==> src/rtl/owl_frame_ctrl.sv <==
// owl_frame_ctrl: framed byte link controller with TX/RX FIFOs and checksum generation/checking
module owl_frame_ctrl #(
  parameter int FIFO_AW = 3
) (
  input  logic       clk,
  input  logic       rst,
  input  logic       host_wr,
  input  logic [7:0] host_wdata,
  output logic       tx_full,
  input  logic       tx_start,
  output logic       tx_busy,
  output logic       tx_done,
  input  logic       host_rd,
  output logic [7:0] host_rdata,
  output logic       rx_empty,
  output logic       rx_done,
  output logic       rx_err,
  output logic       owl_wctrl,
  output logic [7:0] owl_wdata,
  input  logic       owl_wflag,
  output logic       owl_rctrl,
  input  logic [7:0] owl_rdata,
  input  logic       owl_rflag,
  input  logic       owl_rxsof,
  input  logic       owl_rxeof
);
  localparam int DEPTH = 1 << FIFO_AW;
  localparam logic [FIFO_AW:0] FULL = (FIFO_AW+1)'(DEPTH);

  typedef enum logic [2:0] {T_IDLE, T_LEN, T_PAY, T_CSUM, T_WAIT} tx_state_t;
  typedef enum logic [2:0] {R_IDLE, R_LEN, R_PAY, R_CSUM, R_END} rx_state_t;

  logic [7:0] tx_mem [DEPTH];
  logic [FIFO_AW-1:0] tx_wp, tx_rp;
  logic [FIFO_AW:0] tx_cnt;
  logic tx_push, tx_pop;
  logic [7:0] tx_head;

  tx_state_t tx_state, tx_state_n;
  logic tx_issue, tx_can;
  logic [7:0] tx_byte, tx_len, tx_rem, tx_sum;

  logic [7:0] rx_mem [DEPTH];
  logic [FIFO_AW-1:0] rx_wp, rx_rp;
  logic [FIFO_AW:0] rx_cnt;
  logic rx_full, rx_wr, rx_rd;

  rx_state_t rx_state, rx_state_n;
  logic rx_acc, rx_push, rx_extra, rx_flag, rx_eof_only;
  logic [7:0] rx_rem, rx_sum;

  assign tx_full = tx_cnt == FULL;
  assign tx_busy = tx_state != T_IDLE;
  assign tx_push = host_wr && !tx_full && !tx_busy;
  assign tx_head = tx_mem[tx_rp];
  assign tx_can = !owl_wflag && !owl_wctrl;

  // TX FIFO: host pushes only while idle, the FSM pops as payload bytes go out
  always_ff @(posedge clk) begin
    if (!rst) begin
      tx_wp <= '0;
      tx_rp <= '0;
      tx_cnt <= '0;
    end else begin
      if (tx_push) tx_mem[tx_wp] <= host_wdata;
      tx_wp <= tx_push ? tx_wp + FIFO_AW'(1) : tx_wp;
      tx_rp <= tx_pop ? tx_rp + FIFO_AW'(1) : tx_rp;
      tx_cnt <= tx_cnt + (FIFO_AW+1)'(tx_push) - (FIFO_AW+1)'(tx_pop);
    end
  end

  // TX state register
  always_ff @(posedge clk) begin
    if (!rst) tx_state <= T_IDLE;
    else tx_state <= tx_state_n;
  end

  // TX next state: one byte per free transceiver slot, done once the checksum has drained
  always_comb begin
    tx_state_n = tx_state;
    tx_issue = 1'b0;
    tx_byte = 8'h00;
    tx_pop = 1'b0;
    tx_done = 1'b0;
    case (tx_state)
      T_IDLE: tx_state_n = tx_start ? T_LEN : T_IDLE;
      T_LEN: if (tx_can) begin
        tx_issue = 1'b1;
        tx_byte = tx_len;
        tx_state_n = tx_len == 8'd0 ? T_CSUM : T_PAY;
      end
      T_PAY: if (tx_can) begin
        tx_issue = 1'b1;
        tx_byte = tx_head;
        tx_pop = 1'b1;
        tx_state_n = tx_rem == 8'd1 ? T_CSUM : T_PAY;
      end
      T_CSUM: if (tx_can) begin
        tx_issue = 1'b1;
        tx_byte = 8'h00 - tx_sum;
        tx_state_n = T_WAIT;
      end
      T_WAIT: if (tx_can) begin
        tx_done = 1'b1;
        tx_state_n = T_IDLE;
      end
      default: tx_state_n = T_IDLE;
    endcase
  end

  // TX datapath: registered write strobe/byte, frame length and running sum
  always_ff @(posedge clk) begin
    if (!rst) begin
      owl_wctrl <= 1'b0;
      owl_wdata <= 8'h00;
      tx_len <= 8'h00;
      tx_rem <= 8'h00;
      tx_sum <= 8'h00;
    end else begin
      owl_wctrl <= tx_issue;
      if (tx_issue) owl_wdata <= tx_byte;
      if (tx_state == T_IDLE && tx_start) begin
        tx_len <= 8'(tx_cnt);
        tx_rem <= 8'(tx_cnt);
        tx_sum <= 8'h00;
      end else begin
        if (tx_issue) tx_sum <= tx_sum + tx_byte;
        if (tx_pop) tx_rem <= tx_rem - 8'd1;
      end
    end
  end

  assign rx_full = rx_cnt == FULL;
  assign rx_empty = rx_cnt == '0;
  assign host_rdata = rx_mem[rx_rp];
  assign rx_wr = rx_push && !rx_full;
  assign rx_rd = host_rd && !rx_empty;
  assign rx_eof_only = owl_rxeof && !owl_rxsof;
  assign rx_extra = rx_acc && (rx_state == R_END || rx_state == R_IDLE);

  // RX FIFO: payload pushes from the FSM, host pops; both may happen together
  always_ff @(posedge clk) begin
    if (!rst) begin
      rx_wp <= '0;
      rx_rp <= '0;
      rx_cnt <= '0;
    end else begin
      if (rx_wr) rx_mem[rx_wp] <= owl_rdata;
      rx_wp <= rx_wr ? rx_wp + FIFO_AW'(1) : rx_wp;
      rx_rp <= rx_rd ? rx_rp + FIFO_AW'(1) : rx_rp;
      rx_cnt <= rx_cnt + (FIFO_AW+1)'(rx_wr) - (FIFO_AW+1)'(rx_rd);
    end
  end

  // RX state register
  always_ff @(posedge clk) begin
    if (!rst) rx_state <= R_IDLE;
    else rx_state <= rx_state_n;
  end

  // RX next state: frame start beats frame end, which beats a byte accept in the same cycle
  always_comb begin
    rx_state_n = rx_state;
    rx_acc = 1'b0;
    rx_push = 1'b0;
    if (owl_rxsof) rx_state_n = R_LEN;
    else if (owl_rxeof) rx_state_n = R_IDLE;
    else if (owl_rflag && !owl_rctrl) begin
      rx_acc = 1'b1;
      case (rx_state)
        R_LEN: rx_state_n = owl_rdata == 8'd0 ? R_CSUM : R_PAY;
        R_PAY: begin
          rx_push = 1'b1;
          rx_state_n = rx_rem == 8'd1 ? R_CSUM : R_PAY;
        end
        R_CSUM: rx_state_n = R_END;
        default: rx_state_n = rx_state;
      endcase
    end
  end

  // RX datapath: ack strobe, byte counter, running sum, error flag and frame status
  always_ff @(posedge clk) begin
    if (!rst) begin
      owl_rctrl <= 1'b0;
      rx_done <= 1'b0;
      rx_err <= 1'b0;
      rx_rem <= 8'h00;
      rx_sum <= 8'h00;
      rx_flag <= 1'b0;
    end else begin
      owl_rctrl <= rx_acc;
      rx_done <= rx_eof_only;
      if (rx_eof_only) rx_err <= rx_state != R_END || rx_sum != 8'h00 || rx_flag;
      if (owl_rxsof) begin
        rx_rem <= 8'h00;
        rx_sum <= 8'h00;
        rx_flag <= 1'b0;
      end else if (rx_acc) begin
        rx_sum <= rx_sum + owl_rdata;
        rx_rem <= rx_state == R_LEN ? owl_rdata : rx_state == R_PAY ? rx_rem - 8'd1 : rx_rem;
        if (rx_extra || (rx_push && rx_full)) rx_flag <= 1'b1;
      end
    end
  end
endmodule

==> config.mk <==
export PLATFORM = sky130hd
export DESIGN_NAME = owl_frame_ctrl
export DESIGN_NICKNAME = d
export VERILOG_FILES = /design/src/rtl/owl_frame_ctrl.sv
export SDC_FILE = /design/constraint.sdc
export NUM_CORES = 1
export LEC_CHECK = 0
export ABC_AREA = 1
export BUFFER_PORTS_ARGS = -buffer_cell sky130_fd_sc_hd__buf_2
export CAP_MARGIN = 10
export CORE_MARGIN = 2
export CORE_UTILIZATION = 30
export DETAILED_ROUTE_END_ITERATION = 10
export HOLD_SLACK_MARGIN = 0.1
export SYNTH_ARGS = -nofsm -noshare
export SYNTH_HDL_FRONTEND = slang
export SYNTH_SLANG_ARGS = --single-unit
==> constraint.sdc <==
create_clock -name clk -period 4.55 [get_ports clk]
set_input_delay 0.91 -clock clk [delete_from_list [all_inputs] [get_ports clk]]
set_output_delay 0.91 -clock clk [all_outputs]
set_load 0.01 [all_outputs]
## Yosys cells after proc, flatten, opt, wreduce, memory -nomap -nowiden

Memory sizes are Yosys's and may differ from the RTL's. A register that Yosys moved wholly into a read port is not among the register bits.
Cells that the tools add are included.

- Memories: 2
- RAM bits: 128
- Bits in read-only memories: 0
- Register bits: 75
- Bits in latches: 0
- Word-level logic and storage cells: 140
- Input port bits: 25
- Output and inout bits: 24

- Shift-type cells: 0
- Multiplexer cells: 43
- Div/mod/pow operators: 0
- Equality and inequality tests: 17
- Multiply operators: 0
- Reductions and logical operators: 43
- Bitwise operators: 1
- $add $sub $neg: 13
- Order comparisons: 0

Memories:

| name | words | bits a word | rd ports | clocked after Yosys merged registers in | write ports | line | text |
|---|---|---|---|---|---|---|---|
| rx_mem | 8 | 8 | 1 | 1 | 1 | 43 | `logic [7:0] rx_mem [DEPTH];` |
| tx_mem | 8 | 8 | 1 | 1 | 1 | 33 | `logic [7:0] tx_mem [DEPTH];` |

Operator list:

| cell | count |
|---|---|
| 8-bit two-way mux | 4 |
| 1-bit two-way mux | 25 |
| 3-bit two-way mux | 8 |
| 8-bit one-hot mux with 3 select lines | 1 |
| 8-bit adder | 2 |
| 8-bit by 1-bit equality test with 1-bit output (second input constant) | 2 |
| 8-bit zero test | 2 |
| 8-bit by 1-bit subtractor with 8-bit output (second input constant) | 2 |
| 3-bit one-hot mux with 5 select lines | 1 |
| 3-bit by 1-bit adder with 3-bit output (second input constant) | 4 |
| 3-bit by 2-bit equality test with 1-bit output (second input constant) | 4 |
| 4-bit two-way mux | 3 |
| 1-bit logical AND | 10 |
| 3-bit one-hot mux with 3 select lines | 1 |
| 3-bit nonzero test | 3 |
| 4-bit by 1-bit adder with 4-bit output | 2 |
| 4-bit equality test (second input constant) | 2 |
| 1-bit zero test | 8 |
| 2-bit != test (second input constant) | 4 |
| 2-bit AND reduction | 4 |
| 8-bit nonzero test | 1 |
| 1-bit by 8-bit subtractor with 8-bit output (first input constant) | 1 |
| 4-bit by 1-bit subtractor with 4-bit output | 2 |
| 3-bit by 1-bit equality test with 1-bit output (second input constant) | 2 |
| other kinds (11) | 19 |

## Longest topological paths before layout

- Depth in word-level cells: 9
- Depth in mapped cells: 22
- Mapped depth without buffers: 20

## Worst setup path before layout

Ideal clock, no wire load.

- Path kind: in2reg
- Start: input port owl_wflag
- End: register tx_sum[6]
- Setup slack: 1,779 ps
- Setup time: 114 ps
- Data required time: 4,436 ps
- Cell stages on the path: 13
- Arrival time: 2,657 ps
- Path buffers: 1
- Cells stage by stage: or2_4 -> buf_6 -> nor2_1 -> ha_1 -> inv_1 -> fa_1 -> o21ai_0 -> nand2_1 -> nand2_1 -> a21o_1 -> nor2_1 -> o21bai_1 -> inv_1

- Longest elaborated chain between the ends: 5
- Elaborated cells between the ends (all ways): 9
- Classes of those cells: add/sub (1); mux (6); reduce/logical (2)

RTL lines:

| element | line | text |
|---|---|---|
| from (decl) | 20 | `input logic owl_wflag,` |
| 1-bit zero test (*) | 56 | `assign tx_can = !owl_wflag && !owl_wctrl;` |
| 1-bit logical AND (*) | 56 |  |
| 8-bit two-way mux, or another cell as far along | 98 | `T_CSUM: if (tx_can) begin` |
| 8-bit one-hot mux with 3 select lines (*) | 85 | `case (tx_state)` |
| net tx_byte[0] | 41 | `logic [7:0] tx_byte, tx_len, tx_rem, tx_sum;` |
| 8-bit adder (*) | 127 | `if (tx_issue) tx_sum <= tx_sum + tx_byte;` |
| to (signal assigned) | 127 |  |
| to (decl) | 41 |  |

Mark *: on every way through the listed nets, which the timed path passes. The rest lies on a longest branch.
A chain may end at the register's enable or synchronous reset.

==> results.py <==
metrics = {
    "power_and_ir_drop": {
        "switching_power_mw": 1.41,
        "pwr-share-comb_pct": 18.4,
        "netSwitchingFraction_pct": 28.4,
        "p_clk_share_pct": 38.0,
        "ir_drop_mv": 0.241,
        "powerDensity_nw_per_um2": 447,
        "leakage_nw": 4.38,
        "p_seq_share_pct": 43.6,
        "p_int_mw": 3.56,
    },
    "yosys": {
        "yosys_warnings": 0,
        "synthTopCellsByArea": "edfxtp_1, dfxtp_1, nor2_1, o21ai_0, inv_1",
        "syn_inst": 1022,
        "post-synth-top-count-cell": "nor2_1",
        "synth_ff_type": "edfxtp_1",
        "ys_seq_area_share_pct": 56.5,
        "yosysTopAreaCellShare_pct": 39.8,
        "syn_area_um2": 9670,
        "syn_avg_cell_area_um2": 9.46,
        "synthArstFlopShare_pct": 0,
        "yosys_register_bits": 209,
        "yosys.area.top_type": "edfxtp_1",
        "synth-edff-count": 128,
        "synth_cell_types": 50,
        "syn-num-nets": 1085,
        "synth_common_cells": "nor2_1, edfxtp_1, inv_1, nand2_1, o21ai_0",
    },
    "route": {
        "wl_per_cell_um": 14.9,
        "vias": 7171,
        "drc": 0,
        "drt-initial-drc-count": 586,
        "drtPass1Iterations": 5,
        "vias_per_cell": 4.78,
        "wirelength_um": 22400,
        "ant_nets": 0,
    },
    "setup_path": {
        "path_max_fanout": 33,
        "worstSetupEndpointType": "primary output",
        "r2r_cells": 18,
        "r2r_setup_slack_ns": 1.18,
        "criticalPathCategory": "reg2out",
        "worstSetupStartpointType": "register",
        "reg2reg_to": "tx_sum[7]",
        "arrival_ns": 2.56,
        "required_ns": 3.64,
    },
    "floorplanning": {
        "num_io_pins": 49,
        "die_y_um": 183,
        "die_w_um": 183,
        "rows": 65,
        "core_um2": 31600,
        "initial_core_util_pct": 30.6,
        "fp.dieArea_um2": 33700,
    },
    "finish": {
        "antennaDiodeCount": 0,
        "area_delta_synth_final_pct": 15.1,
        "nFillCells": 3185,
        "regArea_um2": 5470,
        "fin_util_pct": 35.2,
        "multi_input_area_um2": 3550,
        "drive_gt1_share_pct": 11.7,
        "nets": 1141,
    },
    "sta": {
        "worst_pin_slew_ns": 0.949,
        "finalSetupTns_ns": 0,
        "finalHoldWorstSlack_ns": 0.462,
        "slew_violations": 0,
        "rsz0062_at_grt": "no",
        "period_share_pct": 76.2,
        "finalSetupViolCount": 0,
        "fin_skew_ns": 0.0104,
        "slew_headroom_pct": 36.5,
        "hold_viol": 0,
        "post-route-min-period_ns": 3.47,
        "fmax_mhz": 288,
        "setup_ws_ns": 1.08,
    },
    "hold_path": {
        "hold_class": "reg2reg",
        "whs_endpoint": "rx_rem[5]",
        "worstHoldPathCells": 2,
        "hp-start": "rx_rem[5]",
    },
    "cts": {
        "cts_tree": "yes",
        "clk_latency_ns": 0.52,
        "cts_repair_resize_count": 0,
        "cts_buffers": 25,
        "cts_setup_buffers": 0,
        "root_buffer": "clkbuf_16",
        "cts_max_level": 1,
        "path_clk_slew_ns": 0.06,
        "cts_sinks": 209,
        "cts_hold_buffers": 0,
        "cts_buffer_depth": 3,
    },
    "placed_design": {
        "place.gp.congestion": 0.843,
        "io_buffers": 48,
        "dp_slack_ns": 1.24,
        "dp_hpwl_um": 15100,
    },
    "outcome": {
        "outcome": "completed",
    },
    "global_routing": {
        "track_usage_pct": 13.4,
        "grt_pass1_vias": 6882,
        "grt-ovfl-total": 0,
        "antenna_found_initial": 1,
        "grt_max_degree": 34,
        "grt_pass1_wl_um": 36100,
    },
    "flow_run": {
        "drv_cap": 0,
    },
}
==> flip-flops by register name, summed over array words and instances, names as in the netlist, 8 cells and up, named ones only <==
name	count
rx_rem	8
tx_rem	8
rx_mem	64
rx_sum	8
tx_sum	8
tx_mem	64
owl_wdata	8
==> critical path, stage by stage, from the launching register on <==
cell     delay (ns)
dfxtp_1        0.29
buf_4          0.23
inv_1          0.66
o21ai_0        0.22
o22ai_1        0.16
nor2_1         0.08
a31oi_1        0.22
buf_2          0.17
==> layer usage <==
metal | GRT usage [%] | routed length [µm]
met1 | 18.4 | 10700
met4 | 3.71 | 562
met5 | 0 | 13
met2 | 22.1 | 10200
met3 | 2.18 | 981
==> through the flow <==
| stage | total power, mW | std cells | instance area [µm²] |
|---|---|---|---|
| after detailed placement | 3.13 | 1453 | 10300 |
| after CTS | 5.03 | 1499 | 11100 |
| after floorplan | 2.85 | 1022 | 9670 |
| after global placement | 3.10 | 1453 | 10300 |
| after global routing | 5.25 | 1499 | 11100 |
| final | 4.97 | 1499 | 11100 |
==> cell type report <==
type	instances	area share (%)
sequential	209	49.1
tap	402	4.52
timing repair buffer	59	2.90
inverter	131	4.42
multi-input combinational	652	32.0
clock buffer	38	6.40
clock inverter	8	0.675
==> cells by family (layout without fill, tap and decap cells) <==
group | after synthesis | after routing | synth area share [%]
xor+xnor | 15 | 15 | 1.36
buf+inv | 161 | 236 | 6.78
simple gates | 385 | 385 | 17.5
fa+ha+maj | 38 | 38 | 5.23
compound gates | 214 | 214 | 12.6
flops | 209 | 209 | 56.5
==> worst max path at each step <==
stage                     slack (ns)            end      start
after global routing            0.77      tx_sum[7]   register
after CTS                       1.05  host_rdata[1]   register
after detailed placement        1.24      tx_sum[7]   register
final                           1.08  host_rdata[1]   register
after floorplan                 1.78      tx_sum[6]  owl_wflag
after global placement          1.36      tx_sum[7]   register
==> power groups by stage <==
stage,logic (mW),clock network [mW],registers (mW)
floorplan,0.656,0,2.19
global placement,0.902,0,2.20
detailed placement,0.922,0,2.20
CTS,0.926,1.94,2.17
global route,1.06,2.02,2.18
finish,0.914,1.89,2.17
==> cells in the final DEF (no fill, tap or decap), types with 4 or more instances in the layout <==
| cell type | n |
|---|---|
| nor2_4 | 4 |
| inv_1 | 120 |
| buf_2 | 48 |
| a31oi_1 | 13 |
| o31ai_1 | 4 |
| nor4_1 | 7 |
| clkbuf_1 | 8 |
| edfxtp_1 | 128 |
| ha_1 | 34 |
| nor3_1 | 12 |
| nand3_1 | 41 |
| clkbuf_16 | 25 |
| a21oi_1 | 52 |
| o21ai_0 | 91 |
| nand3_2 | 6 |
| nand2_1 | 120 |
| o21a_1 | 4 |
| o211ai_1 | 12 |
| o21ai_1 | 9 |
| nand4_1 | 7 |
| inv_2 | 11 |
| xor2_1 | 12 |
| o221ai_1 | 5 |
| buf_4 | 11 |
| dfxtp_1 | 81 |
| o22ai_1 | 13 |
| fa_1 | 4 |
| nor2_1 | 170 |
No activity file was read; power rests on OpenSTA's default activity.
